$ cat config.mk
export PLATFORM = sky130hd
export DESIGN_NAME = dmux_16_stream
export DESIGN_NICKNAME = d
export VERILOG_FILES = /design/src/rtl/dmux_pkg.sv /design/src/rtl/dmux_slot.sv /design/src/rtl/dmux_16_stream.sv
export SDC_FILE = /design/constraint.sdc
export NUM_CORES = 1
export LEC_CHECK = 0
export ABC_CLOCK_PERIOD_IN_PS = 1300
export BUFFER_PORTS_ARGS = -buffer_cell sky130_fd_sc_hd__buf_2
export CORE_MARGIN = 1.5
export CORE_UTILIZATION = 44
export CTS_CLUSTER_DIAMETER = 150
export CTS_CLUSTER_SIZE = 16
export DETAILED_ROUTE_END_ITERATION = 12
export HOLD_SLACK_MARGIN = 0.12
export PLACE_DENSITY = 0.75
export SYNTH_ARGS = -nofsm -noshare
export SYNTH_HDL_FRONTEND = slang
export SYNTH_SLANG_ARGS = --single-unit
$ cat constraint.sdc
create_clock -name clk -period 1.3 [get_ports clk]
set_clock_uncertainty 0.1 [all_clocks]
set_input_delay 0.26 -clock clk [delete_from_list [all_inputs] [get_ports clk]]
set_output_delay 0.26 -clock clk [all_outputs]
set_load 0.01 [all_outputs]
$ cat src/rtl/dmux_pkg.sv
// Shared defaults and port indices for the 16-bit stream demultiplexer.
package dmux_pkg;

    localparam int unsigned DMUX_WIDTH = 16;
    localparam int unsigned DMUX_CNT_W = 8;

    localparam logic PORT_A = 1'b0;
    localparam logic PORT_B = 1'b1;

endpackage

$ cat src/rtl/dmux_slot.sv
// One output port: holding register, full flag and completed-beat counter.
module dmux_slot
    import dmux_pkg::*;
#(
    parameter int unsigned WIDTH = DMUX_WIDTH,
    parameter int unsigned CNT_W = DMUX_CNT_W
) (
    input  logic             clk,
    input  logic             reset,
    input  logic             load,
    input  logic [WIDTH-1:0] load_data,
    input  logic             ready,
    output logic             valid,
    output logic [WIDTH-1:0] data,
    output logic [CNT_W-1:0] count
);

    logic             full_q,  full_d;
    logic [WIDTH-1:0] data_q,  data_d;
    logic [CNT_W-1:0] count_q, count_d;

    // A load in the same cycle as a drain wins, keeping the slot full.
    always_comb begin
        full_d  = full_q;
        data_d  = data_q;
        count_d = count_q;
        if (full_q && ready) begin
            full_d  = 1'b0;
            count_d = count_q + 1'b1;
        end
        if (load) begin
            full_d = 1'b1;
            data_d = load_data;
        end
    end

    always_ff @(posedge clk) begin
        if (reset) begin
            full_q  <= 1'b0;
            data_q  <= '0;
            count_q <= '0;
        end else begin
            full_q  <= full_d;
            data_q  <= data_d;
            count_q <= count_d;
        end
    end

    assign valid = full_q;
    assign data  = data_q;
    assign count = count_q;

endmodule

$ cat src/rtl/dmux_16_stream.sv
// Registered stream demultiplexer: routes each accepted beat to port a or b.
module dmux_16_stream
    import dmux_pkg::*;
#(
    parameter int unsigned WIDTH = DMUX_WIDTH,
    parameter int unsigned CNT_W = DMUX_CNT_W
) (
    input  logic             clk,
    input  logic             reset,
    input  logic [WIDTH-1:0] in_data,
    input  logic             in_sel,
    input  logic             in_valid,
    output logic             in_ready,
    output logic [WIDTH-1:0] a_data,
    output logic             a_valid,
    input  logic             a_ready,
    output logic [WIDTH-1:0] b_data,
    output logic             b_valid,
    input  logic             b_ready,
    output logic [CNT_W-1:0] a_count,
    output logic [CNT_W-1:0] b_count
);

    logic load_a;
    logic load_b;

    // Only the selected port can stall the input.
    always_comb begin
        if (in_sel == PORT_B) begin
            in_ready = !b_valid || b_ready;
        end else begin
            in_ready = !a_valid || a_ready;
        end
        load_a = in_valid && in_ready && (in_sel == PORT_A);
        load_b = in_valid && in_ready && (in_sel == PORT_B);
    end

    dmux_slot #(
        .WIDTH (WIDTH),
        .CNT_W (CNT_W)
    ) u_slot_a (
        .clk       (clk),
        .reset     (reset),
        .load      (load_a),
        .load_data (in_data),
        .ready     (a_ready),
        .valid     (a_valid),
        .data      (a_data),
        .count     (a_count)
    );

    dmux_slot #(
        .WIDTH (WIDTH),
        .CNT_W (CNT_W)
    ) u_slot_b (
        .clk       (clk),
        .reset     (reset),
        .load      (load_b),
        .load_data (in_data),
        .ready     (b_ready),
        .valid     (b_valid),
        .data      (b_data),
        .count     (b_count)
    );

endmodule
==> results.py <==
metrics = {
    "detailed_routing": {
        "routed_wl_um": 5910,
        "dr.pass1.iters": 4,
        "num_vias": 2221,
        "first_iter_violations": 88,
        "drc": 0,
        "vias_per_cell": 5.58,
        "wl_per_cell_um": 14.8,
        "ant_nets": 0,
    },
    "layout": {
        "final_core_util_pct": 69.6,
        "drive_gt1_share_pct": 40.8,
        "postLayoutCellArea_um2": 3050,
        "layout.nets": 369,
        "antennaDiodeCount": 0,
        "area_growth_pct": 52.1,
    },
    "place": {
        "dp_hpwl_um": 3610,
        "portBuffers": 72,
        "dpl_worst_slack_ps": -31.9,
        "gp_congestion": 0.749,
        "placed_area_um2": 2550,
    },
    "sta": {
        "hold_viol_final": 0,
        "period_needed_ps": 1400,
        "worst_slack_ps": -104,
        "fin_tns_setup_ps": -297,
        "finalMaxSlewViolations": 0,
        "maxSlewHeadroom_pct": 67.8,
        "fmax_mhz": 712,
        "min_period_over_period_pct": 108,
        "setup_viol": 9,
        "rsz0062_at_grt": "true",
        "worst_slew_pin_slew_ps": 482,
    },
    "floorplan": {
        "die_w_um": 70.5,
        "start_util_pct": 45.8,
        "die_area_um2": 4980,
        "io_pins": 73,
        "core-area_um2": 4380,
        "std_cell_rows": 24,
        "die_h_um": 70.5,
    },
    "clock_network": {
        "cts-root-buf": "clkbuf_8",
        "cts_made_buffers": 5,
        "worstSkewPairLatency_ps": 300,
        "path_clk_slew_ps": 90,
        "cts_buffer_depth": 2,
        "htreeDepth": 2,
        "cts_tree": "yes",
        "clock_sinks": 50,
    },
    "worst_hold_path": {
        "hold_depth": 3,
        "hp-class": "primary input to register",
    },
    "yosys": {
        "synth_area_um2": 2010,
        "synthDistinctLibCells": 20,
        "synth.avg_cell_area_um2": 8.29,
        "ys_seq_area_share_pct": 49.9,
        "ys_warn_count": 0,
        "ys_seq_elements": 50,
        "syn_inst": 242,
        "synth.net_count": 266,
    },
    "pwr": {
        "combPwrFrac_pct": 12.9,
        "p_leak_nw": 1.27,
        "swShare_pct": 24.7,
        "power_density_nw_per_um2": 1010,
        "peakVddDrop_mv": 0.648,
        "switchingPower_uw": 764,
        "pwr-share-seq_pct": 51.9,
        "internal_power_mw": 2.32,
        "power.total_mw": 3.09,
        "clock_power_share_pct": 35.2,
    },
    "worst_setup_path": {
        "required_ps": 940,
        "crit_path_end_kind": "output pin",
        "path_class": "register to output pin",
        "path_max_fanout": 3,
        "worstRegToRegCells": 4,
        "startpoint_type": "register",
        "worstPathArrival_ps": 1040,
    },
    "global_routing": {
        "grt_util_met1_pct": 28.5,
        "gr-usage-met3_pct": 5.41,
        "grt_pass1_vias": 2105,
        "antenna_found_initial": 0,
        "top_usage_layer": "met2",
        "grtUsageTotal_pct": 22.8,
        "overflow": 0,
        "grt_pass1_wl_um": 9210,
        "grt_start_max_net_pins": 27,
        "globalRouteMet2Util_pct": 38.9,
    },
    "run_status": {
        "violations": "negative setup slack",
        "status": "finished, violations left",
    },
    "run": {
        "max_cap_violations": 0,
    },
}
placed cells by master (no fill, tap or decap):
cell type	synthesis	final
dfxtp_1	50	36
mux2_4	0	2
nor2b_4	0	2
nor2_2	0	2
nand2b_1	3	2
o21ai_0	35	32
a21oi_1	45	41
o31ai_1	4	3
inv_1	2	2
dfxtp_4	0	9
nand2b_4	0	1
ha_4	0	2
or4_4	0	2
nand4_1	4	4
nor2_1	9	7
or4_1	4	2
or3_4	0	1
nor2b_1	5	3
bufinv_16	0	1
nand3_2	0	1
buf_2	7	64
clkbuf_8	0	5
dfxtp_2	0	5
clkinv_2	0	2
o31ai_2	0	1
xor2_1	4	4
or3_1	4	3
and2_1	1	1
o21ai_1	1	4
nand2_1	9	8
nand3_1	40	38
a21oi_2	0	4
dlygate4sd3_1	0	15
buf_4	0	20
nand2_4	0	1
buf_6	0	15
nand3_4	0	1
cell usage after synthesis:
cell type	instances	area (µm²)
o21ai_0	35	175
mux2_2	2	22.5
o31ai_1	4	30.0
dfxtp_1	50	1000
buf_2	7	35.0
or3_1	4	25.0
or4_1	4	30.0
ha_1	2	25.0
clkbuf_1	11	41.3
inv_1	2	7.51
nor2_1	9	33.8
a21oi_1	45	225
nand2_1	9	33.8
nor2b_1	5	31.3
o21ai_1	1	5.00
nand2b_1	3	18.8
nand3_1	40	200
nand4_1	4	25.0
and2_1	1	6.26
xor2_1	4	35.0
registers in the layout (all words and copies together) (netlist names):
name            cells
u_slot_b.count      8
u_slot_a.count      8
u_slot_a.data      16
u_slot_b.valid      1
u_slot_a.valid      1
u_slot_b.data      16
routing by layer:
| metal | wire length, µm | vias up | share of wire [%] |
|---|---|---|---|
| met5 | 0 | - | 0 |
| met4 | 126 | 0 | 2.1 |
| met3 | 332 | 12 | 5.6 |
| met2 | 2970 | 71 | 50 |
| met1 | 2480 | 1067 | 42 |
| li1 | - | 1071 | - |
repair_timing:
action                                 4_1_cts  5_1_grt
buffers inserted                             2        1
endpoints found under the hold margin       24        0
pin swaps                                   13        7
setup endpoints to repair                    7       31
cloned                                       0        1
resized for setup                           10       47
hold buffers                                15        0
logic make-up (layout without fill, tap and decap cells):
logic type | Yosys count | after routing | synth area share, %
compound gates | 85 | 85 | 21.7
xor+xnor | 4 | 4 | 1.75
fa+ha+maj | 2 | 2 | 1.25
buf+inv | 20 | 124 | 4.18
flops | 50 | 50 | 49.9
mux | 2 | 2 | 1.12
simple gates | 79 | 79 | 20.1
power by group through the flow:
stage	registers (mW)	clock network, mW	logic (mW)
floorplan	1.67	0	0.137
global route	1.61	1.17	0.433
finish	1.60	1.09	0.400
CTS	1.61	1.12	0.367
global placement	1.65	0	0.316
detailed placement	1.65	0	0.319
per-stage QoR:
stage,instances,hold WS (ps)
after floorplan,242,308
after global placement,371,360
after detailed placement,371,365
after CTS,396,121
after global routing,398,131
final,398,133
worst max-delay path, cell delays in order (launching register included):
cell and delay (ps):
dfxtp_2 350, nor2b_4 180, a21oi_2 70, buf_2 140
area by class of cell:
type	count	area [µm²]
sequential	50	1040
multi-input combinational	172	1040
inverter	2	7.51
clock buffer	5	68.8
timing repair buffer	114	790
fill	333	1330
tap	52	65.1
clock inverter	3	40.0
path summary, 6_finish.rpt:
| check | startpoint | endpoint | slack (ps) |
|---|---|---|---|
| max | u_slot_b.valid$_SDFFE_PP0P_ | in_ready | -100 |
| min | in_data[5] | u_slot_a.data[5]$_SDFFE_PP0P_ | 130 |
| min reg2reg | u_slot_b.data[5]$_SDFFE_PP0P_ | u_slot_b.data[5]$_SDFFE_PP0P_ | 370 |
| max reg2reg | u_slot_b.valid$_SDFFE_PP0P_ | u_slot_b.count[7]$_SDFFE_PP0P_ | -50 |
(Power assumes the default switching activity.)
